File: config.mk
export PLATFORM = sky130hd
export DESIGN_NAME = skid_pipe_reg64
export DESIGN_NICKNAME = d
export VERILOG_FILES = /design/src/rtl/pipe_pkg.sv /design/src/rtl/skid_pipe_reg64_enabled_ff.sv /design/src/rtl/skid_pipe_reg64.sv
export SDC_FILE = /design/constraint.sdc
export NUM_CORES = 1
export LEC_CHECK = 0
export ABC_CLOCK_PERIOD_IN_PS = 5650
export CAP_MARGIN = 20
export CORE_UTILIZATION = 55
export CTS_BUF_LIST = sky130_fd_sc_hd__clkbuf_4
export DETAILED_ROUTE_END_ITERATION = 16
export PLACE_DENSITY = 0.95
export SLEW_MARGIN = 20
export SYNTH_ARGS = -nofsm -noshare
export SYNTH_HDL_FRONTEND = slang
export SYNTH_SLANG_ARGS = --single-unit
File: constraint.sdc
create_clock -name clk -period 5.65 [get_ports clk]
set_input_delay 1.13 -clock clk [delete_from_list [all_inputs] [get_ports clk]]
set_output_delay 1.13 -clock clk [all_outputs]
set_load 0.02 [all_outputs]
File: src/rtl/pipe_pkg.sv
// Shared types for valid/ready pipeline stage registers.
package pipe_pkg;

    typedef enum logic [1:0] {
        PIPE_EMPTY = 2'd0,
        PIPE_BUSY  = 2'd1,
        PIPE_FULL  = 2'd2
    } pipe_state_t;

endpackage

File: src/rtl/skid_pipe_reg64_enabled_ff.sv
// Single-bit D flip-flop with load enable and synchronous active-high reset.
module enableD_FF (
    input  logic clk,
    input  logic reset,
    input  logic en,
    input  logic d,
    output logic q
);

    always_ff @(posedge clk) begin
        if (reset) begin
            q <= 1'b0;
        end else if (en) begin
            q <= d;
        end
    end

endmodule

File: src/rtl/skid_pipe_reg64.sv
// Handshaked pipeline stage with a 2-entry skid; in_ready and out_valid come from state only,
// so neither side sees a combinational path from the other.
module skid_pipe_reg64
    import pipe_pkg::*;
#(
    parameter int unsigned WIDTH = 64
) (
    input  logic             clk,
    input  logic             reset,
    input  logic             flush,
    input  logic             in_valid,
    input  logic [WIDTH-1:0] in_data,
    output logic             in_ready,
    output logic             out_valid,
    output logic [WIDTH-1:0] out_data,
    input  logic             out_ready,
    output logic [1:0]       occupancy
);

    pipe_state_t      state_q, state_d;
    logic [WIDTH-1:0] main_q, skid_q, main_d;
    logic             in_fire, out_fire;
    logic             main_load, skid_load, main_from_skid;

    // Output decode; the unused encoding reads as empty.
    always_comb begin
        out_valid = 1'b0;
        in_ready  = 1'b1;
        occupancy = 2'd0;
        case (state_q)
            PIPE_BUSY: begin
                out_valid = 1'b1;
                occupancy = 2'd1;
            end
            PIPE_FULL: begin
                out_valid = 1'b1;
                in_ready  = 1'b0;
                occupancy = 2'd2;
            end
            default: ;
        endcase
    end

    assign in_fire  = in_valid & in_ready;
    assign out_fire = out_valid & out_ready;

    // Data registers hold their contents across a flush.
    always_comb begin
        main_load      = 1'b0;
        skid_load      = 1'b0;
        main_from_skid = 1'b0;
        state_d        = PIPE_EMPTY;
        case (state_q)
            PIPE_EMPTY: begin
                main_load = in_fire;
                state_d   = in_fire ? PIPE_BUSY : PIPE_EMPTY;
            end
            PIPE_BUSY: begin
                main_load = in_fire & out_fire;
                skid_load = in_fire & ~out_fire;
                if (in_fire & ~out_fire) begin
                    state_d = PIPE_FULL;
                end else if (~in_fire & out_fire) begin
                    state_d = PIPE_EMPTY;
                end else begin
                    state_d = PIPE_BUSY;
                end
            end
            PIPE_FULL: begin
                main_load      = out_fire;
                main_from_skid = 1'b1;
                state_d        = out_fire ? PIPE_BUSY : PIPE_FULL;
            end
            default: state_d = PIPE_EMPTY;
        endcase
        if (flush) begin
            main_load = 1'b0;
            skid_load = 1'b0;
            state_d   = PIPE_EMPTY;
        end
    end

    assign main_d = main_from_skid ? skid_q : in_data;

    always_ff @(posedge clk) begin
        if (reset) begin
            state_q <= PIPE_EMPTY;
        end else begin
            state_q <= state_d;
        end
    end

    for (genvar i = 0; i < WIDTH; i++) begin : g_bits
        enableD_FF u_main_ff (
            .clk   (clk),
            .reset (reset),
            .en    (main_load),
            .d     (main_d[i]),
            .q     (main_q[i])
        );
        enableD_FF u_skid_ff (
            .clk   (clk),
            .reset (reset),
            .en    (skid_load),
            .d     (in_data[i]),
            .q     (skid_q[i])
        );
    end

    assign out_data = main_q;

endmodule

* Yosys cells after proc, flatten, opt, wreduce, memory -nomap -nowiden *
Cells that the tools add are included.

storage, ports and cells
  bits of input ports = 69
  logic and storage cells = 155
  output and inout bits = 68
  flip-flop bits (word level) = 130

cells by class
  reduce and logical (&&, ||, !) cells = 3
  equal/unequal tests = 2
  bitwise operators = 7
  multiplexer cells = 14

operator list
  kind                                                 count
  two-way mux 64 bit                                   1
  two-way mux 1 bit                                    8
  case mux 2 bit (3 select lines)                      1
  AND 1 bit                                            5
  two-way mux 2 bit                                    2
  case mux 2 bit (2 select lines)                      1
  OR reduction 2 bit                                   2
  case mux 1 bit (3 select lines)                      1
  equality test 2 x 1 -> 1 bit, second input constant  1
  equality test 2 bit, second input constant           1
  zero test 2 bit                                      1
  inverter 1 bit                                       2

* Depth between registers and ports, before layout *
Gate-level depths: netlist (run 1).

  depth after elaboration = 8
  gate-level depth with buffers = 12

* Cells and area by module *
Synthesis (run 1) repeated with hierarchy kept, for this count alone.

second synthesis, totals
  cell total of the unflattened synthesis = 481
  area, all modules = 5318.9 sq um

modules (own cells, without submodules)
  module           times used  seq. area each (sq um)  area each (sq um)  cells an instance
  enableD_FF       128         20.0                    33.8               3
  skid_pipe_reg64  1           40.0                    994.7              97

* Least setup slack after synthesis (run 1) *
OpenSTA, ideal clock, no wires.

  kind = reg2reg
  start = register state_q[0]
  end = register g_bits[13].u_main_ff.q
  required time = 5.529 ns
  arrival time = 2.572 ns
  stages on the path, launching flop included = 12
  slack = 2.958 ns
  path buffers = 4
  path through = dfxtp_1 > inv_1 > ha_1 > buf_2 > buf_2 > buf_2 > nor2b_1 > ha_1 > a22o_1 > o21ai_4 > buf_4 > mux2_2

between the ends
  longest elaborated chain between the ends = 7
  elaborated cells between the ends (all ways) = 13
  classes of those cells = 2 x eq/ne; 6 x mux; 3 x bitwise; 2 x reduce/logical

RTL lines
  what                                                                 RTL line                                      text
  start: declaration                                                   skid_pipe_reg64.sv:20                         pipe_state_t state_q, state_d;
  start signal: assignment                                             skid_pipe_reg64.sv:89                         state_q <= state_d;
  equality test 2 x 1 -> 1 bit or equality test 2 bit (tied branches)  skid_pipe_reg64.sv:30, skid_pipe_reg64.sv:53
  OR reduction 2 bit (no line)                                         -
  two-way mux 1 bit                                                    skid_pipe_reg64.sv:30                         case (state_q)
  AND 1 bit                                                            skid_pipe_reg64.sv:45                         assign out_fire = out_valid & out_ready;
  AND 1 bit                                                            skid_pipe_reg64.sv:59                         main_load = in_fire & out_fire;
  case mux 1 bit (3 select lines)                                      skid_pipe_reg64.sv:53                         case (state_q)
  two-way mux 1 bit                                                    skid_pipe_reg64.sv:76                         if (flush) begin
  end signal: assignment                                               skid_pipe_reg64_enabled_ff.sv:12              q <= 1'b0;
  end signal: assignment                                               skid_pipe_reg64_enabled_ff.sv:14              q <= d;
  end: declaration                                                     skid_pipe_reg64_enabled_ff.sv:7               output logic q

Several ways; a longest one is shown, not always the timed one.
A chain may end at the register's enable or synchronous reset.

* Worst setup path after layout (run 1) *
  start = register state_q[0]
  end = output occupancy[1]

between the ends
  longest elaborated chain between the ends = 2
  elaborated cells between the ends (all ways) = 3
  classes of those cells = 2 x eq/ne; 1 x mux

RTL lines
  what                                                                 RTL line               text
  equality test 2 bit or equality test 2 x 1 -> 1 bit (tied branches)  skid_pipe_reg64.sv:30
  case mux 2 bit (2 select lines) (*)                                  skid_pipe_reg64.sv:30
  end: declaration                                                     skid_pipe_reg64.sv:17  output logic [1:0] occupancy

Mark *: on every way between the ends. The rest lies on a longest branch, timed or not.

==> flow_results.xml, run 1 <==
<?xml version="1.0" encoding="UTF-8"?>
<metrics>
  <group name="timing">
    <metric name="maxClockFrequency" unit="GHz">0.301</metric>
    <metric name="tightest_slew" unit="ns">0.983</metric>
    <metric name="rsz0062_at_grt" unit="">no</metric>
    <metric name="final-setup-viol-count" unit="">0</metric>
    <metric name="fin_crit_sh" unit="%">58.8</metric>
    <metric name="fin_crit" unit="ns">3.32</metric>
    <metric name="sum_neg_setup_slack" unit="ns">0</metric>
    <metric name="skew" unit="ns">0.0144</metric>
    <metric name="hold_violations" unit="">0</metric>
    <metric name="slew_headroom" unit="%">34.4</metric>
    <metric name="final_max_slew_viol_count" unit="">0</metric>
  </group>
  <group name="cells_and_area">
    <metric name="multiInputGateArea" unit="um2">2990</metric>
    <metric name="non_filler_instance_count_after_layout" unit="">912</metric>
    <metric name="final.fill_count" unit="">837</metric>
    <metric name="drive_above_1_share" unit="%">13.0</metric>
    <metric name="nets" unit="">834</metric>
    <metric name="final-seq-area" unit="um2">2600</metric>
    <metric name="syn2layout_area_growth" unit="%">18.6</metric>
    <metric name="antenna_cells" unit="">0</metric>
  </group>
  <group name="place">
    <metric name="hpwl" unit="um">8240</metric>
    <metric name="gp_congestion" unit="">0.796</metric>
    <metric name="placed_cells_incl_taps" unit="">880</metric>
    <metric name="port_buffers" unit="">136</metric>
  </group>
  <group name="clocking">
    <metric name="cts_inserted_buffers" unit="">17</metric>
    <metric name="tritoncts" unit="">done</metric>
    <metric name="post-cts-setup-buffer-count" unit="">0</metric>
    <metric name="cts-root-buf" unit="">sky130_fd_sc_hd__clkbuf_4</metric>
    <metric name="clock_tree.htree_level_count" unit="">4</metric>
    <metric name="cts_num_sinks" unit="">130</metric>
    <metric name="total_of_hold_buffers_inserted_after_clock_tree_synthesis" unit="">0</metric>
    <metric name="clk_pin_slew" unit="ns">0.11</metric>
    <metric name="cts_resized" unit="">0</metric>
    <metric name="clk_path_buf_depth" unit="">2</metric>
    <metric name="clock_insertion_delay_worst_skew" unit="ns">0.51</metric>
  </group>
  <group name="global_route">
    <metric name="grt_pass1_wl" unit="um">20700</metric>
    <metric name="globalRouteTotalUtil" unit="%">22.3</metric>
    <metric name="antenna_found_initial" unit="">0</metric>
    <metric name="grt_max_degree" unit="">148</metric>
    <metric name="grt.overflow.total" unit="">0</metric>
    <metric name="grt_pass1_vias" unit="">4651</metric>
  </group>
  <group name="pwr">
    <metric name="p_leak" unit="nW">2.68</metric>
    <metric name="pwr_density_cell" unit="nW/um2">249</metric>
    <metric name="power.ir.vdd_worst" unit="mV">0.124</metric>
  </group>
  <group name="floorplanning">
    <metric name="initial_standard_cell_utilization_of_the_core" unit="%">57.3</metric>
    <metric name="die_w" unit="um">109</metric>
    <metric name="io_pins" unit="">137</metric>
    <metric name="design.die.area" unit="um2">11900</metric>
    <metric name="fp.dieH" unit="um">109</metric>
    <metric name="core_area" unit="um2">11000</metric>
    <metric name="floorplan.rows" unit="">38</metric>
  </group>
  <group name="setup_path">
    <metric name="critPathSlowestCell" unit="">sky130_fd_sc_hd__clkdlybuf4s50_1</metric>
    <metric name="critPathCaptureType" unit="">output port</metric>
    <metric name="crit_arrival" unit="ns">2.19</metric>
    <metric name="crit_path_max_incr_delay" unit="ns">0.71</metric>
    <metric name="crit_path_cell_trace" unit="">inv_1 &gt; ha_4 &gt; clkdlybuf4s50_1</metric>
    <metric name="wp_data_required" unit="ns">4.52</metric>
    <metric name="criticalPathCategory" unit="">reg -&gt; out</metric>
    <metric name="critical_path.startpoint_type" unit="">flip-flop</metric>
    <metric name="crit_fanout" unit="">31</metric>
  </group>
  <group name="yosys">
    <metric name="syn_inst" unit="">713</metric>
    <metric name="synth.cell_area" unit="um2">6290</metric>
    <metric name="synth.avg_cell_area" unit="um2">8.82</metric>
    <metric name="yosysWarningCount" unit="">0</metric>
    <metric name="synthesis.nets" unit="">788</metric>
    <metric name="synth_seq_cells" unit="">130</metric>
    <metric name="post_synth_num_cell_types" unit="">21</metric>
    <metric name="ys_seq_area_share" unit="%">41.4</metric>
  </group>
  <group name="routing">
    <metric name="num_vias" unit="">4723</metric>
    <metric name="vias_per_cell" unit="">5.18</metric>
    <metric name="initialDrtViolationCount" unit="">245</metric>
    <metric name="routed_wire_length_per_instance" unit="um">14.0</metric>
    <metric name="antenna_violation_net_count_after_detailed_routing" unit="">0</metric>
    <metric name="route.detailed.drc" unit="">0</metric>
    <metric name="drt_pre_antenna_iters" unit="">5</metric>
    <metric name="drt_wl_total" unit="um">12700</metric>
  </group>
  <group name="flow_run">
    <metric name="max_cap_violations" unit="">0</metric>
  </group>
  <group name="worst_hold_path">
    <metric name="hold_class" unit="">reg -&gt; reg</metric>
  </group>
  <group name="status">
    <metric name="run_status" unit="">finished clean</metric>
  </group>
</metrics>
## path summary, 6_finish.rpt
check | from | endpoint | slack (ns) | depth (start not counted)
setup / recovery | state_q[0]$_SDFF_PP0_ | occupancy[1] | 2.33 | 3
hold / removal | g_bits[21].u_skid_ff.q$_SDFFE_PP0P_ | g_bits[21].u_skid_ff.q$_SDFFE_PP0P_ | 0.46 | 2
hold reg to reg | g_bits[21].u_skid_ff.q$_SDFFE_PP0P_ | g_bits[21].u_skid_ff.q$_SDFFE_PP0P_ | 0.46 | 2
setup reg to reg | state_q[0]$_SDFF_PP0_ | g_bits[62].u_main_ff.q$_SDFFE_PP0P_ | 2.72 | 8
## logic make-up (layout without fill, tap and decap cells)
logic type	Yosys count	in the layout	share of synthesized area [%]
and+or+nand+nor	264	264	18.6
DFF	130	130	41.4
muxes	128	128	21.6
buffers and inverters	117	176	11.4
AOI/OAI and AO/OA	68	68	5.77
adders and majority gates	6	6	1.19
## sequential cells by signal, summed over array words and instances (netlist names)
name,cells
g_bits.u_main_ff.q,64
g_bits.u_skid_ff.q,64
state_q,2
## layer usage
layer  part of all wire (%)  up-vias  track usage [%]
met3                    4.6       26             4.12
met4                    2.0        0             11.6
met5                      0        -                0
li1                       -     2351                -
met2                     50      137             38.4
met1                     43     2209             26.2
## cells in the mapped netlist, drive strengths merged
cell / n / area, um2
a21oi: 64 / 320
a221oi: 1 / 8.76
a22o: 1 / 8.76
a2bb2oi: 1 / 8.76
and3b: 2 / 17.5
buf: 89 / 611
clkbuf: 24 / 90.1
dfxtp: 130 / 2600
ha: 6 / 75.1
inv: 4 / 15.0
mux2: 64 / 721
mux2i: 64 / 641
nand2: 129 / 484
nand3b: 1 / 7.51
nor2: 65 / 244
nor2b: 65 / 407
nor4: 2 / 12.5
o21ai: 1 / 16.3
## through the flow
stage	setup slack, ns	utilization [%]	cell area [um2]	total power, mW	hold slack (ns)
floorplan	2.96	-	6290	1.16	0.436
global placement	2.18	65.3	7170	1.24	0.441
detailed placement	2.04	65.3	7170	1.25	0.447
CTS	2.29	67.9	7460	1.88	0.464
global route	2.20	67.9	7460	1.94	0.478
finish	2.33	67.9	7460	1.86	0.460
## critical path, delay by kind of cell (launching register included)
kind	cells	cell delay [ns]
adders and majority gates	1	0.49
DFF	1	0.34
buffers and inverters	2	0.83
## placed cells by master, fill, tap and decap left out, types with 2 or more instances in the layout
master | synthesis | final
sky130_fd_sc_hd__a21oi_1 | 64 | 64
sky130_fd_sc_hd__buf_4 | 70 | 4
sky130_fd_sc_hd__bufinv_16 | 0 | 2
sky130_fd_sc_hd__clkbuf_4 | 0 | 17
sky130_fd_sc_hd__clkdlybuf4s50_1 | 0 | 135
sky130_fd_sc_hd__clkinv_2 | 0 | 2
sky130_fd_sc_hd__clkinv_4 | 0 | 3
sky130_fd_sc_hd__clkinvlp_4 | 0 | 5
sky130_fd_sc_hd__dfxtp_1 | 130 | 130
sky130_fd_sc_hd__ha_1 | 6 | 5
sky130_fd_sc_hd__inv_1 | 4 | 4
sky130_fd_sc_hd__inv_6 | 0 | 3
sky130_fd_sc_hd__mux2_1 | 4 | 4
sky130_fd_sc_hd__mux2_2 | 60 | 60
sky130_fd_sc_hd__mux2i_1 | 64 | 64
sky130_fd_sc_hd__nand2_1 | 129 | 129
sky130_fd_sc_hd__nor2_1 | 65 | 65
sky130_fd_sc_hd__nor2b_1 | 65 | 65
sky130_fd_sc_hd__nor4_1 | 2 | 2
## layout make-up
type | count | share of cell area, %
timing repair buffer | 140 | 18.7
clock buffer | 17 | 1.71
multi-input combinational | 466 | 40.0
inverter | 4 | 0.201
sequential | 130 | 34.9
clock inverter | 15 | 2.15
tap | 140 | 2.35
## power by group
| group | internal (mW) | leakage [nW] | switching, mW | total, mW |
|---|---|---|---|---|
| logic | 0.142 | 1.49 | 0.125 | 0.267 |
| clock network | 0.266 | 0.141 | 0.365 | 0.631 |
| registers | 0.948 | 1.06 | 0.0156 | 0.963 |
Power figures use the tool's default switching activity.
==> run 2, diff against run 1 <==
--- a/config.mk
+++ b/config.mk
@@ -5,12 +5,12 @@
 export SDC_FILE = /design/constraint.sdc
 export NUM_CORES = 1
 export LEC_CHECK = 0
-export ABC_CLOCK_PERIOD_IN_PS = 5650
+export ABC_CLOCK_PERIOD_IN_PS = 3000
 export CAP_MARGIN = 20
-export CORE_UTILIZATION = 55
+export CORE_UTILIZATION = 48
 export CTS_BUF_LIST = sky130_fd_sc_hd__clkbuf_4
 export DETAILED_ROUTE_END_ITERATION = 16
-export PLACE_DENSITY = 0.95
+export PLACE_DENSITY = 0.91
 export SLEW_MARGIN = 20
 export SYNTH_ARGS = -nofsm -noshare
 export SYNTH_HDL_FRONTEND = slang
==> constraint.sdc (replaced) <==
create_clock -name clk -period 3 [get_ports clk]
set_input_delay 0.6 -clock clk [delete_from_list [all_inputs] [get_ports clk]]
set_output_delay 0.6 -clock clk [all_outputs]
set_load 0.02 [all_outputs]
==> run 2 against run 1 <==
Effect of this change: critical path type unchanged; clock skew rose by 0.0015 ns; largest cell class unchanged; clock-buffer cell count rose by 1; hold slack improved by 0.0022 ns; first-iteration DRC count rose by 33%; core utilization fell by 8.4 points; register-to-register slack got worse by 2.1 ns; sequential cell count did not move; die area rose by 14%.
==> flow_results.xml, run 2 (synthesis results as in run 1) <==
<?xml version="1.0" encoding="UTF-8"?>
<metrics>
  <group name="clocking">
    <metric name="tritoncts" unit="">done</metric>
    <metric name="total_of_hold_buffers_inserted_after_clock_tree_synthesis" unit="">0</metric>
    <metric name="cts_resized" unit="">0</metric>
    <metric name="cts_num_sinks" unit="">130</metric>
    <metric name="post-cts-setup-buffer-count" unit="">0</metric>
    <metric name="clk_pin_slew" unit="ns">0.12</metric>
    <metric name="clk_path_buf_depth" unit="">2</metric>
    <metric name="clock_insertion_delay_worst_skew" unit="ns">0.52</metric>
    <metric name="cts_inserted_buffers" unit="">17</metric>
    <metric name="cts-root-buf" unit="">sky130_fd_sc_hd__clkbuf_4</metric>
    <metric name="clock_tree.htree_level_count" unit="">4</metric>
  </group>
  <group name="routing">
    <metric name="antenna_violation_net_count_after_detailed_routing" unit="">0</metric>
    <metric name="drt_pre_antenna_iters" unit="">4</metric>
    <metric name="drt_wl_total" unit="um">13000</metric>
    <metric name="num_vias" unit="">4656</metric>
    <metric name="initialDrtViolationCount" unit="">327</metric>
    <metric name="vias_per_cell" unit="">4.89</metric>
    <metric name="routed_wire_length_per_instance" unit="um">13.6</metric>
    <metric name="route.detailed.drc" unit="">0</metric>
  </group>
  <group name="setup_path">
    <metric name="critPathCaptureType" unit="">output port</metric>
    <metric name="critical_path.startpoint_type" unit="">flip-flop</metric>
    <metric name="crit_path_max_incr_delay" unit="ns">0.61</metric>
    <metric name="critical_path.reg2reg.endpoint" unit="">g_bits[55].u_main_ff.q$_SDFFE_PP0P_</metric>
    <metric name="worst-r2r-setup-slack" unit="ns">0.67</metric>
    <metric name="crit_path_cell_trace" unit="">inv_1 &gt; ha_1 &gt; clkdlybuf4s50_1</metric>
    <metric name="crit-reg2reg-launch" unit="">state_q[0]$_SDFF_PP0_</metric>
    <metric name="crit_fanout" unit="">3</metric>
    <metric name="critPathSlowestCell" unit="">sky130_fd_sc_hd__clkdlybuf4s50_1</metric>
    <metric name="wp_data_required" unit="ns">2.40</metric>
    <metric name="criticalPathCategory" unit="">reg -&gt; out</metric>
    <metric name="timing.reg2reg.worst_path_depth" unit="">9</metric>
    <metric name="crit_arrival" unit="ns">1.93</metric>
    <metric name="crit_startpoint" unit="">state_q[1]$_SDFF_PP0_</metric>
  </group>
  <group name="floorplanning">
    <metric name="core_area" unit="um2">12700</metric>
    <metric name="fp.dieH" unit="um">116</metric>
    <metric name="design.die.area" unit="um2">13600</metric>
    <metric name="die_w" unit="um">116</metric>
    <metric name="initial_standard_cell_utilization_of_the_core" unit="%">49.4</metric>
    <metric name="floorplan.rows" unit="">41</metric>
    <metric name="io_pins" unit="">137</metric>
  </group>
  <group name="cells_and_area">
    <metric name="layout.cells.most_common" unit="">sky130_fd_sc_hd__clkdlybuf4s50_1</metric>
    <metric name="drive_above_1_share" unit="%">13.8</metric>
    <metric name="most-common-layout-cells" unit="">135 x sky130_fd_sc_hd__clkdlybuf4s50_1, 130 x sky130_fd_sc_hd__dfxtp_1, 129 x sky130_fd_sc_hd__nand2_1</metric>
    <metric name="final.fill_count" unit="">1122</metric>
    <metric name="syn2layout_area_growth" unit="%">20.5</metric>
    <metric name="non_filler_instance_count_after_layout" unit="">953</metric>
    <metric name="nets" unit="">842</metric>
    <metric name="top_regs" unit="">g_bits.u_main_ff.q: 64 flops, g_bits.u_skid_ff.q: 64 flops, state_q: 2 flops</metric>
  </group>
  <group name="place">
    <metric name="port_buffers" unit="">136</metric>
    <metric name="dp_worst_setup_slack" unit="ns">0.398</metric>
    <metric name="gp_congestion" unit="">0.756</metric>
    <metric name="hpwl" unit="um">8480</metric>
    <metric name="placed_cells_incl_taps" unit="">920</metric>
  </group>
  <group name="global_route">
    <metric name="grt.overflow.total" unit="">0</metric>
    <metric name="grt_max_degree" unit="">63</metric>
    <metric name="grt_pass1_vias" unit="">4440</metric>
    <metric name="globalRouteTotalUtil" unit="%">19.9</metric>
    <metric name="antenna_found_initial" unit="">1</metric>
    <metric name="grt_pass1_wl" unit="um">20900</metric>
  </group>
  <group name="timing">
    <metric name="rsz0062_at_grt" unit="">no</metric>
    <metric name="timing.final.ws_setup" unit="ns">0.470</metric>
    <metric name="fin_crit" unit="ns">2.53</metric>
    <metric name="skew" unit="ns">0.0158</metric>
    <metric name="tightest_slew" unit="ns">0.664</metric>
    <metric name="maxClockFrequency" unit="GHz">0.395</metric>
    <metric name="sum_neg_setup_slack" unit="ns">0</metric>
    <metric name="slew_headroom" unit="%">55.7</metric>
    <metric name="fin_crit_sh" unit="%">84.3</metric>
    <metric name="final_max_slew_viol_count" unit="">0</metric>
    <metric name="final-setup-viol-count" unit="">0</metric>
    <metric name="hold_violations" unit="">0</metric>
  </group>
  <group name="status">
    <metric name="run_status" unit="">finished clean</metric>
  </group>
  <group name="pwr">
    <metric name="p_leak" unit="nW">2.73</metric>
    <metric name="power.ir.vdd_worst" unit="mV">0.249</metric>
    <metric name="pwr_density_cell" unit="nW/um2">456</metric>
  </group>
  <group name="worst_hold_path">
    <metric name="hold_class" unit="">reg -&gt; reg</metric>
    <metric name="hold_path_depth" unit="">2</metric>
    <metric name="min_delay_worst_endpoint" unit="">g_bits[28].u_skid_ff.q$_SDFFE_PP0P_</metric>
    <metric name="min-delay-start" unit="">g_bits[28].u_skid_ff.q$_SDFFE_PP0P_</metric>
  </group>
  <group name="flow_run">
    <metric name="max_cap_violations" unit="">0</metric>
  </group>
</metrics>
-- run 2: cell count changes in the layout (fill, tap and decap cells not counted), moves of 2 or more --
cell	before	now
sky130_fd_sc_hd__buf_4	4	9
sky130_fd_sc_hd__clkinvlp_4	5	7
sky130_fd_sc_hd__buf_12	0	3
sky130_fd_sc_hd__clkinv_4	3	1
-- run 2: power by group --
group | switching (mW) | internal (mW)
clock | 0.699 | 0.428
combinational | 0.235 | 0.276
sequential | 0.0290 | 1.78
-- run 2: worst max-delay path, delay by kind of cell, from the launching register on --
family,cells,cell delay [ns]
buf+inv,2,0.69
flops,1,0.41
fa+ha+maj,1,0.31
-- run 2: worst max path at each step --
stage	endpoint	slack, ns	cells after the start
after floorplan	g_bits[13].u_main_ff.q$_SDFFE_PP0P_	0.31	11
after global placement	g_bits[60].u_main_ff.q$_SDFFE_PP0P_	0.45	8
after detailed placement	g_bits[43].u_main_ff.q$_SDFFE_PP0P_	0.40	8
after CTS	out_valid	0.41	3
after global routing	out_valid	0.33	3
final	out_valid	0.47	3
-- run 2: layout make-up --
type	count	area (um2)	share of cell area [%]
flip-flops and latches	130	2600	34.3
multi-input cells	466	2990	39.4
repair buffers	148	1490	19.7
clock buffers	18	135	1.78
clock inverters	14	131	1.73
well taps	172	215	2.84
inverters	4	15.0	0.198
diodes	1	2.50	0.0330
-- run 2: metal layers --
metal  share of wire, %  vias to the layer above  global-route usage, %
li1                   -                     2374                      -
met1                 45                     2155                   24.0
met2                 49                      111                   33.3
met3                4.9                       16                   5.40
met4                1.8                        0                   8.55
met5                  0                        -                      0
-- run 2: through the flow --
step | utilization [%] | total power, mW | hold slack (ns) | instance area, um2
final | 59.6 | 3.45 | 0.462 | 7580
after global routing | 59.6 | 3.62 | 0.469 | 7580
after CTS | 59.5 | 3.49 | 0.452 | 7570
after detailed placement | 57.4 | 2.37 | 0.446 | 7310
after global placement | 57.4 | 2.35 | 0.441 | 7310
after floorplan | - | 2.18 | 0.436 | 6290
==> edit 1: new RTL, config.mk and constraints of run 2 <==
Re-encode `pipe_state_t` (3 states) as one-hot, 3 bits wide.
--- a/src/rtl/pipe_pkg.sv
+++ b/src/rtl/pipe_pkg.sv
@@ -3,6 +3,6 @@
 
-    typedef enum logic [1:0] {
-        PIPE_EMPTY = 2'd0,
-        PIPE_BUSY  = 2'd1,
-        PIPE_FULL  = 2'd2
+    typedef enum logic [2:0] {
+        PIPE_EMPTY = 3'b001,
+        PIPE_BUSY  = 3'b010,
+        PIPE_FULL  = 3'b100
     } pipe_state_t;
Check against the original RTL: no difference found for any inputs over 4 cycles, from zero or initial values and one cycle with reset high; so few cycles prove little.
==> edit 1 against run 2 <==
  * First-iteration DRC count fell by 5.8%
  * Hold slack got worse by 0.0024 ns
  * Power grew 14%
  * Worst setup slack got worse by 0.32 ns
  * Area after synthesis is 3.4% lower
  * Clock skew grew 0.0057 ns
  * Maximum frequency shrank 11%
  * Die area decreased by 3.3%
  * Wire length grew 11%
  * Sequential cell count increased by 1
  * Combinational power is 25% higher
  * Final area down 3.0%
  * Count of clock-buffer cells in the layout is 2 higher
  * Critical path type unchanged
==> edit 1: results (changes against run 2) <==
| Metric | Value |
|---|---|
| Util after Layout | 0.605 (+0.00893) |
| Hold depth | 2 (unchanged) |
| TritonCTS Buffers | 17 (unchanged) |
| Vias in the first global route | 4728 (+6.5%) |
| Most common flop cell mapped by yosys | dfxtp_1 |
| WL per Instance | 15.0 um (+10%) |
| DR pass1 iterations | 5 (+1) |
| Critical Path AT | 2.25 ns (+0.32 ns) |
| Mapped Nets | 813 (+3.2%) |
| Post-detailed-placement half-perimeter wirelength | 8370 um (-1.3%) |
| Library cells used by synthesis | 30 (+43%) |
| FF-to-FF End | g_bits[46].u_main_ff.q |
| H-tree levels | 4 (unchanged) |
| Placed insts | 931 (+1.2%) |
| Final hold slack | 0.460 ns (-0.00240 ns) |
| First-pass GRT wire length | 22700 um (+8.6%) |
| Filler Cell Count | 1058 (-5.7%) |
| Root Driver | clkbuf_4 |
| Post-DP Area | 6960 sq um (-4.8%) |
| Total track usage | 0.221 (+0.0218) |
| Post-synthesis sequential area ratio | 0.432 (+0.0178) |
| Skew-Pair Late Insertion Delay | around 0.51 ns |
| Pin count of the biggest net entering global routing | 78 (+24%) |
| Routing usage on met3 | 0.0397 (-0.0143) |
| GRT met1 Usage | 0.267 (+0.0271) |
| Outcome | finished, final reports clean |
| RePlAce Congestion | 0.813 (+7.6%) |
| Hold Path Origin | g_bits[26].u_skid_ff.q |
| Vias | 5125 (+10%) |
| Worst-Margin Slew | 0.911 ns (+0.247 ns) |
| Initial antenna violation count | 1 (unchanged) |
| YS warnings | 0 (unchanged) |
| Final Skew | 0.0216 ns (+0.00573 ns) |
| Synthesized instance count | 741 (+3.9%) |
| Most area-consuming cells after synthesis | dfxtp_1, nand2_1, a21oi_1, buf_4, a311oi_2 |
| Worst Hold End | g_bits[26].u_skid_ff.q |
| Worst-path fanout max | 3 (unchanged) |
| R2r worst-path depth | 10 (+1) |
| Routed met3 length | 680 um (+7.4%) |
| Worst r2r src | state_q[2] |
| Routed length on met2 | 7310 um (+16%) |
| DRT iter0 DRCs | 308 (-5.8%) |
| Reg2Reg Setup Slack | 0.16 ns (-0.51 ns) |
| Worst vdd ir | 0.000291 V (+17%) |
| Top cells by count, synth | nand2_1, dfxtp_1, a21oi_1 |
| Net Sw Power | 1050 uW (+9.0%) |
| Share of layout cells above drive strength 1 | 0.113 (-0.0254) |
| Biggest regs | g_bits.u_main_ff.q (64), g_bits.u_skid_ff.q (64), state_q (3) |
| Met2 GRT Util | 0.385 (+0.0521) |
| Dpl ws | -0.0959 ns (-0.494 ns) |
| Metal-1 WL | 6230 um (+8.1%) |
| Hold WC Path Type | reg -> reg |
| Routed vias/inst | 5.31 (+8.7%) |
| Leak | 0.00250 uW (-8.3%) |
| Layout net count | 855 (+1.5%) |
## edit 1: area by class of cell
| type | count | area share |
|---|---|---|
| multi-input combinational | 478 | 0.356 |
| tap | 168 | 0.0286 |
| clock buffer | 20 | 0.0204 |
| sequential | 131 | 0.357 |
| timing repair buffer | 152 | 0.208 |
| clock inverter | 12 | 0.0281 |
| inverter | 3 | 0.00221 |
| antenna | 1 | 0.000340 |
## edit 1: worst max path at each step
stage / from / endpoint / slack, ns / cells past startpoint
floorplan: state_q[1] / g_bits[35].u_main_ff.q / 0.15 / 11
global placement: state_q[2] / g_bits[41].u_main_ff.q / -0.007 / 9
detailed placement: state_q[2] / g_bits[46].u_main_ff.q / -0.1 / 10
CTS: state_q[2] / in_ready / 0.0008 / 4
global route: state_q[2] / g_bits[20].u_main_ff.q / 0.03 / 9
finish: state_q[2] / out_valid / 0.15 / 5
## edit 1: timing repair
| action | in CTS | in global routing |
|---|---|---|
| gates resized for setup | 6 | 4 |
| setup endpoints to repair | 66 | 35 |
| gates cloned | 1 | 0 |
| pin swaps | 0 | 0 |
## edit 1: critical path, cell delays in order (launching register included)
cell and delay [ns]:
dfxtp_1 0.37, inv_2 0.04, or3_2 0.53, clkinv_4 0.08, or2_2 0.12, clkdlybuf4s50_1 0.60
## edit 1: cell families after synthesis
kind of cell,count (synthesis),synth area share
compound gates,201,0.242
buf+inv,133,0.143
xor+xnor,1,0.00144
flops,131,0.432
fa+ha+maj,3,0.00618
simple gates,272,0.176
## edit 1: power groups by stage
stage          sequential (uW)  clock, uW  combinational (uW)
2_1_floorplan             1880          0                 449
3_3_place_gp              1890          0                 621
3_5_place_dp              1890          0                 631
4_1_cts                   1860       1470                 638
5_1_grt                   1860       1550                 682
6_report                  1860       1450                 639
==> edit 2: new RTL, settings of run 2 <==
Made on the original files. Set the parameter `WIDTH` to 128 (it was 64).
--- a/src/rtl/skid_pipe_reg64.sv
+++ b/src/rtl/skid_pipe_reg64.sv
@@ -5,3 +5,3 @@
 #(
-    parameter int unsigned WIDTH = 64
+    parameter int unsigned WIDTH = 128
 ) (
Ports: changed (resized in_data and out_data); port bits go from 137 to 265. The function was not compared with the original's and may differ.
==> edit 2 against run 2 <==
  * Hold slack got worse by 0.11 ns
  * Worst setup slack worse by 0.080 ns
  * Power is 130% higher
  * Critical path depth did not move
  * Wire length grew 150%
  * Sequential cell count increased by 128
  * Final area grew 100%
  * Synthesized cell count increased by 100%
  * Area after synthesis grew 100%
  * Final cell count increased by 100%
  * Critical path type unchanged
  * Critical endpoint unchanged
  * Highest routed layer is now met5
==> edit 2: results (changes against run 2) <==
| Metric | Value |
|---|---|
| Worst-path clk slew | 0.06 ns (-0.06 ns) |
| Initial antenna violation count | 2 (+1) |
| Top cells by count, synth | dfxtp_1, nand2_1, inv_1 |
| DR pass1 iterations | 5 (+1) |
| Post-CTS setup buffer count | 0 (unchanged) |
| H-tree levels | 3 (-1) |
| Worst vdd ir | 0.000317 V (+27%) |
| Outcome | finished, final reports clean |
| # port buffers | 264 (+94%) |
| YS warnings | 0 (unchanged) |
| DRT iter0 DRCs | 762 (+130%) |
| Share of layout cells above drive strength 1 | 0.161 (+0.0225) |
| Mapped Nets | 1572 (+99%) |
| Post-DP Area | 14500 sq um (+99%) |
| Final Skew | 0.0510 ns (+0.0351 ns) |
| First-pass GRT wire length | 50300 um (+140%) |
| PostCTS Resize Cnt | 0 (unchanged) |
| Total track usage | 0.229 (+0.0306) |
| RePlAce Congestion | 0.804 (+6.4%) |
| Skew-Pair Late Insertion Delay | 0.64 ns (+0.12 ns) |
| Post-detailed-placement half-perimeter wirelength | 19400 um (+130%) |
| Pin count of the biggest net entering global routing | 130 (+110%) |
| Post-synthesis sequential area ratio | 0.405 (-0.00838) |
| Final non-filler cell total | 1914 (+100%) |
| Library cells used by synthesis | 23 (+9.5%) |
| Leak | 0.00514 uW (+89%) |
| Root Driver | clkbuf_4 |
| Layout net count | 1672 (+99%) |
| Synth Area per Inst | 8.89 sq um (+0.79%) |
| Critical Path AT | 2.01 ns (+0.08 ns) |
| Hold WC Path Type | in -> reg |
| Most area-consuming cells after synthesis | dfxtp_1, a221oi_2, a211oi_1, nand2_1, buf_4 |
| Worst-Margin Slew | 0.824 ns (+0.160 ns) |
| Placed insts | 1798 (+95%) |
| Biggest regs | g_bits.u_main_ff.q (128), g_bits.u_skid_ff.q (128), state_q (2) |
| Bufs on Longest Clock Path | 3 (+1) |
| Vias in the first global route | 10.3k (+130%) |
| TritonCTS Buffers | 68 (+51) |
| Post-Route WL | 31900 um (+150%) |
| Vias | 10.5k (+130%) |
## edit 2: worst max-delay path, cell delays in order, from the launching register on
cell and delay, ns:
dfxtp_1 0.39, inv_1 0.08, ha_1 0.30, clkdlybuf4s50_1 0.61
## edit 2: area by class of cell
cell class | instances | area, sq um
fillers | 2184 | 10700
multi-input cells | 787 | 5430
flip-flops and latches | 258 | 5160
repair buffers | 286 | 3000
clock buffers | 99 | 743
inverters | 132 | 498
well taps | 335 | 419
clock inverters | 16 | 77.6
diodes | 1 | 2.50
## edit 2: cells by family (layout without fill, tap and decap cells)
logic type	Yosys count	after routing	synth area share
AND/OR/NAND/NOR	392	392	0.142
buffers and inverters	388	533	0.171
flip-flops	258	258	0.405
adder cells (fa/ha/maj)	6	6	0.00589
other	0	1	0
AO/OA/AOI/OAI	389	389	0.276
## edit 2: worst paths after layout
kind | slack (ns) | end | cells after the start | startpoint
setup / recovery | 0.39 | out_valid | 3 | state_q[1]
setup reg to reg | 0.51 | g_bits[114].u_main_ff.q | 9 | state_q[0]
hold reg to reg | 0.45 | g_bits[83].u_skid_ff.q | 2 | g_bits[83].u_skid_ff.q
hold / removal | 0.35 | g_bits[55].u_skid_ff.q | 2 | reset
## edit 2: through the flow
stage | hold WS, ns | setup slack (ns)
after global routing | 0.288 | 0.253
after floorplan | 0.432 | 0.781
after global placement | 0.436 | 0.264
final | 0.354 | 0.390
after detailed placement | 0.442 | 0.180
after CTS | 0.267 | 0.316
## edit 2: power breakdown
part           internal (uW)  switching [uW]  total, uW
logic                    615             700       1320
registers               3580            90.6       3670
clock network           1520            1420       2930
total                   5710            2210       7920
## edit 2: routing by layer
layer,vias to the layer above,part of all wire,track usage
li1,5033,-,-
met1,4981,0.42,0.278
met2,446,0.47,0.379
met3,76,0.078,0.0610
met4,2,0.030,0.103
met5,-,0.00031,0
